`config.mk`:
```
export PLATFORM = sky130hd
export DESIGN_NAME = sa_skew_feeder
export DESIGN_NICKNAME = d
export VERILOG_FILES = /design/src/rtl/sa_pkg.sv /design/src/rtl/sa_skew_line.sv /design/src/rtl/sa_skew_feeder.sv
export SDC_FILE = /design/constraint.sdc
export NUM_CORES = 1
export LEC_CHECK = 0
export BUFFER_PORTS_ARGS = -buffer_cell sky130_fd_sc_hd__buf_2
export CORE_MARGIN = 3
export CORE_UTILIZATION = 55
export CTS_CLUSTER_SIZE = 30
export DETAILED_ROUTE_END_ITERATION = 8
export PLACE_DENSITY = 0.87
export SYNTH_ARGS = -nofsm -noshare
export SYNTH_HDL_FRONTEND = slang
export SYNTH_SLANG_ARGS = --single-unit
```
`constraint.sdc`:
```
create_clock -name I_CLK -period 15.8 [get_ports I_CLK]
set_input_delay 0.79 -clock I_CLK [delete_from_list [all_inputs] [get_ports I_CLK]]
set_output_delay 0.79 -clock I_CLK [all_outputs]
set_load 0.02 [all_outputs]
```
`src/rtl/sa_pkg.sv`:
```
// Shared definitions for the systolic-array edge feeders and PE-side blocks.
// Words are Q2.13 fixed point: 1 sign bit, 2 integer bits, 13 fraction bits.
package sa_pkg;

  typedef enum logic [1:0] {
    IDLE  = 2'd0,
    CLR   = 2'd1,
    FEED  = 2'd2,
    DRAIN = 2'd3
  } sa_state_e;

  localparam int SA_D_W    = 16;
  localparam int SA_N      = 4;
  localparam int SA_FRAC_W = 13;

endpackage

```
`src/rtl/sa_skew_line.sv`:
```
// DEPTH-stage data+valid shift register; one per lane to build the diagonal skew.
module sa_skew_line #(
  parameter int D_W   = 16,
  parameter int DEPTH = 1
) (
  input  logic           I_CLK,
  input  logic           I_ASYN_RST,
  input  logic [D_W-1:0] I_D,
  input  logic           I_VLD,
  output logic [D_W-1:0] O_D,
  output logic           O_VLD
);

  logic [D_W-1:0]   dat_pipe [DEPTH];
  logic [DEPTH-1:0] vld_pipe;

  always_ff @(posedge I_CLK or posedge I_ASYN_RST) begin
    if (I_ASYN_RST) begin
      for (int s = 0; s < DEPTH; s++) begin
        dat_pipe[s] <= '0;
      end
      vld_pipe <= '0;
    end else begin
      dat_pipe[0] <= I_D;
      vld_pipe[0] <= I_VLD;
      for (int s = 1; s < DEPTH; s++) begin
        dat_pipe[s] <= dat_pipe[s-1];
        vld_pipe[s] <= vld_pipe[s-1];
      end
    end
  end

  assign O_D   = dat_pipe[DEPTH-1];
  assign O_VLD = vld_pipe[DEPTH-1];

endmodule

```
`src/rtl/sa_skew_feeder.sv`:
```
// Edge injector: skews accepted N-word beats across lanes, pulses the PE
// accumulator clear before each matrix and flags completion after drain.
module sa_skew_feeder
  import sa_pkg::*;
#(
  parameter int D_W = SA_D_W,
  parameter int N   = SA_N,
  parameter int K_W = 8
) (
  input  logic           I_CLK,
  input  logic           I_ASYN_RST,
  input  logic           I_START,
  input  logic           I_VLD,
  output logic           O_RDY,
  input  logic [N*D_W-1:0] I_ROW,
  input  logic           I_LAST,
  output logic [N*D_W-1:0] O_X,
  output logic [N-1:0]   O_VLD,
  output logic           O_SA_RSTN,
  output logic           O_BUSY,
  output logic           O_DONE,
  output logic [K_W-1:0] O_BEATS
);

  localparam int CNT_W = $clog2(N);

  sa_state_e        state, state_nxt;
  logic [CNT_W-1:0] drain_cnt;
  logic [K_W-1:0]   beats;
  logic             accept;
  logic             drain_last;

  function automatic logic [K_W-1:0] sat_inc(input logic [K_W-1:0] v);
    return (v == {K_W{1'b1}}) ? v : v + K_W'(1);
  endfunction

  assign accept     = I_VLD && (state == FEED);
  assign drain_last = (drain_cnt == CNT_W'(N-1));

  always_comb begin
    state_nxt = state;
    case (state)
      IDLE:    if (I_START) state_nxt = CLR;
      CLR:     state_nxt = FEED;
      FEED:    if (accept && I_LAST) state_nxt = DRAIN;
      DRAIN:   if (drain_last) state_nxt = IDLE;
      default: state_nxt = IDLE;
    endcase
  end

  always_ff @(posedge I_CLK or posedge I_ASYN_RST) begin
    if (I_ASYN_RST) begin
      state     <= IDLE;
      drain_cnt <= '0;
      beats     <= '0;
    end else begin
      state <= state_nxt;
      // DRAIN spans N cycles so lane N-1's last word is out when DONE fires
      if (state == DRAIN) drain_cnt <= drain_cnt + CNT_W'(1);
      else                drain_cnt <= '0;
      if (state == IDLE && I_START) beats <= '0;
      else if (accept)              beats <= sat_inc(beats);
    end
  end

  assign O_RDY     = (state == FEED);
  assign O_SA_RSTN = (state != CLR);
  assign O_BUSY    = (state != IDLE);
  assign O_DONE    = (state == DRAIN) && drain_last;
  assign O_BEATS   = beats;

  // lane i: i+1 register stages; non-accepted cycles inject zero bubbles
  for (genvar i = 0; i < N; i++) begin : g_lane
    logic [D_W-1:0] lane_d;
    assign lane_d = accept ? I_ROW[i*D_W +: D_W] : '0;

    sa_skew_line #(
      .D_W  (D_W),
      .DEPTH(i + 1)
    ) u_line (
      .I_CLK     (I_CLK),
      .I_ASYN_RST(I_ASYN_RST),
      .I_D       (lane_d),
      .I_VLD     (accept),
      .O_D       (O_X[i*D_W +: D_W]),
      .O_VLD     (O_VLD[i])
    );
  end

endmodule

```
==> results by group <==
Status
  • Status: finished, final reports clean

Die
  • Die Span Y: 107 um
  • Initial cell density of the core: 0.572
  • Placeable core area: 9860 sq um
  • Horizontal extent of the die: 107 um
  • Die Area: 11500 sq um
  • Cell row count: 36
  • IO Count: 149

GRT
  • Wire length of the first global-routing pass: 16400 um
  • Number of antenna violations at the first check in global routing: 0
  • GR Overflow Total: 0
  • Number of global-route vias before repair: 3163
  • Overall fraction of global-route tracks in use: 0.193
  • Pin count of the biggest net entering global routing: 104

Route
  • Via count: 3008
  • TritonRoute pass-1 iters: 4
  • Vias per inst: 4.88
  • Remaining antenna violation count after routing: 0
  • Total wire length: 10400 um
  • Post-route DRC violation count: 0
  • DRC violation total after the first TritonRoute iteration: 124
  • Detail-routed net length per standard cell: 16.9 um

Yosys
  • Synth Area in XOR/XNOR: 0.00155
  • Cells after synthesis: 369
  • Post-synthesis cell area: 5650 sq um
  • Proportion of register bits with asynchronous set or reset after synthesis: 1.00
  • Most instantiated flip-flop cell in the synthesis netlist: dfrtp_1
  • Number of flops mapped to enable cells by yosys: 0
  • Number of synthesis warnings: 0
  • Number of distinct library cell variants in the gate-level netlist after synthesis: 27
  • Multiplexer area fraction after synthesis: 0.00731
  • Sequential element share of the synthesized area: 0.780
  • Post-synthesis simple-gate area fraction: 0.0995
  • Dominant combinational cell family by area after synthesis: simple AND/OR/NAND/NOR gates
  • Synthesized area per cell: 15.3 sq um
  • Synthesized-area fraction occupied by ao, oa, aoi and oai cells: 0.0113
  • Adder-cell share of the synthesized area: 0.0155
  • Register bit total from synthesis: 176
  • Synthesized Nets: 445

CTS
  • H-tree levels: 4
  • Total setup buffers inserted after CTS: 0
  • CTS tree: done
  • CTS buffer count: 17
  • Gates resized, CTS repair: 0
  • TritonCTS sink count: 176
  • Maximum number of buffers from clock root to sink: 2
  • Cts-stage hold buffer count: 0
  • Root buffer cell: clkbuf_8
  • Insertion delay of the later-clocked pin in the worst-skew pair: 0.51 ns
  • Clock Pin Slew Worst Setup and Hold Paths: 0.07 ns

Setup path
  • Cells along the critical path: inv_1, ha_2, buf_2
  • Biggest cell delay along the critical path: 0.82 ns
  • Worst Reg-to-Reg Cells: 6
  • Kind of critical path: reg2out
  • Category of the worst setup path launch point: register
  • Critical path startpoint: state[0]
  • Critical Path End Type: output port
  • Critical-path top delay cell: ha_2
  • Register-to-register path setup slack: 13.20 ns
  • Crit path required time: 15.01 ns
  • Source of the worst register-to-register timing path: state[0]
  • Critical Path AT: 2.19 ns
  • Critical path peak fanout: 68
  • Capture point of the worst reg-to-reg path: O_BEATS[5]

Job
  • Max-capacitance violation count: 0

Hold path
  • Hold/Removal Path Class: reg2reg
  • Hold EP: g_lane[2].u_line.dat_pipe[23]
  • Worst hold path depth: 0
  • Launch point of the worst hold path: g_lane[2].u_line.dat_pipe[39]

Placement
  • Placed cell area: 6120 sq um
  • HPWL after DPL: 6370 um
  • Count of input and output buffers: 148
  • GP Congestion: 0.748

Timing
  • Hold Fails Final Rpt: 0
  • Fin crit share: 0.188
  • Highest attainable clock frequency: 336 MHz
  • Worst Max-Slew Pin Slew: 0.938 ns
  • Clock skew: 0.0101 ns
  • Clock period minus final worst setup slack: 2.98 ns
  • Unrepaired setup endpoints after global routing: no
  • Final setup violation count: 0
  • Max-slew headroom: 0.375
  • Sum of negative setup slack: 0 ns
  • Fin. max-slew vios: 0

Pwr
  • Areal power density over the cells: 170 nW/um^2
  • LEAKAGE: 3.95 nW
  • Largest vdd supply drop: 0.0742 mV

Finish
  • Final cell area excluding filler cells: 6740 sq um
  • Number of inserted filler cells in the final layout: 645
  • Total inserted antenna cells: 0
  • Net count reported at finish: 546
  • Area growth from synthesis to layout: 19.3%
  • Layout cell share with drive strength beyond 1: 0.387
final cells by class:
type / instances / area, sq um / area share
tap: 133 / 166 / 0.0247
clock inverter: 15 / 204 / 0.0303
inverter: 8 / 35.0 / 0.00520
sequential: 176 / 4400 / 0.654
multi-input combinational: 118 / 766 / 0.114
timing repair buffer: 149 / 748 / 0.111
clock buffer: 17 / 414 / 0.0615
metrics by stage:
step | power (mW) | worst slack, ns | util | cells | hold slack [ns]
6_report | 1.15 | 12.82 | 0.683 | 616 | 0.344
2_1_floorplan | 0.685 | 10.24 | - | 369 | 0.331
4_1_cts | 1.16 | 12.77 | 0.683 | 616 | 0.347
5_1_grt | 1.20 | 12.61 | 0.683 | 616 | 0.345
3_3_place_gp | 0.709 | 13.19 | 0.620 | 584 | 0.331
3_5_place_dp | 0.722 | 13.13 | 0.620 | 584 | 0.335
synthesized netlist by cell type (2+ instances only):
library cell,count,area share
mux2i_1,3,0.0053
a211oi_1,2,0.0027
dfrtp_1,176,0.78
clkbuf_1,14,0.0093
a21oi_1,4,0.0035
nand4_1,2,0.0022
inv_1,8,0.0053
nand3_1,3,0.0027
and2_1,3,0.0033
ha_1,7,0.016
and3_1,64,0.071
buf_4,52,0.069
nor2_1,10,0.0066
nand2_1,5,0.0033
nor3_1,4,0.0035
power by group:
| part | internal, mW | switching, mW |
|---|---|---|
| clock | 0.260 | 0.171 |
| sequential | 0.518 | 0.0279 |
| combinational | 0.0568 | 0.113 |
| total | 0.835 | 0.312 |
layer usage:
layer	track usage	vias up	routed length [um]	part of all wire
met5	0	-	0	0
met4	0.0566	0	51	0.0049
met3	0.0654	4	742	0.071
met2	0.315	119	5490	0.53
met1	0.248	1523	4140	0.40
li1	-	1362	-	-
critical path: cells and delay by family, from the launching register on:
| kind | cells | cell delay, ns |
|---|---|---|
| buf+inv | 2 | 0.44 |
| flops | 1 | 0.42 |
| fa+ha+maj | 1 | 0.82 |
how the worst max path moves through the flow:
| stage | endpoint | slack (ns) | cells past startpoint |
|---|---|---|---|
| after global routing | O_RDY | 12.61 | 3 |
| after detailed placement | O_BEATS[5] | 13.13 | 5 |
| after CTS | O_RDY | 12.77 | 3 |
| after floorplan | O_BEATS[0] | 10.24 | 1 |
| after global placement | O_BEATS[5] | 13.19 | 5 |
| final | O_RDY | 12.82 | 3 |
cells by family (layout without fill, tap and decap cells):
family / after synthesis / after routing
DFF: 176 / 176
and+or+nand+nor: 96 / 96
buffers and inverters: 75 / 189
AOI/OAI and AO/OA: 10 / 10
adders and majority gates: 7 / 7
muxes: 4 / 4
xor gates and xnor gates: 1 / 1
cells in the final DEF (no fill, tap or decap), types with 5 or more instances in the layout:
cell         n
ha_1         6
buf_2      148
dfrtp_1    176
nor2_1      10
clkbuf_16   16
nand2_1      5
inv_6        6
and3_1      64
inv_1        7
registers in the layout, indices dropped and copies added (netlist names):
| signal | cells |
|---|---|
| O_BEATS | 8 |
| drain_cnt | 2 |
| g_lane.u_line.O_D | 64 |
| g_lane.u_line.dat_pipe | 96 |
| g_lane.u_line.vld_pipe | 4 |
| state | 2 |
(Power assumes the default switching activity.)
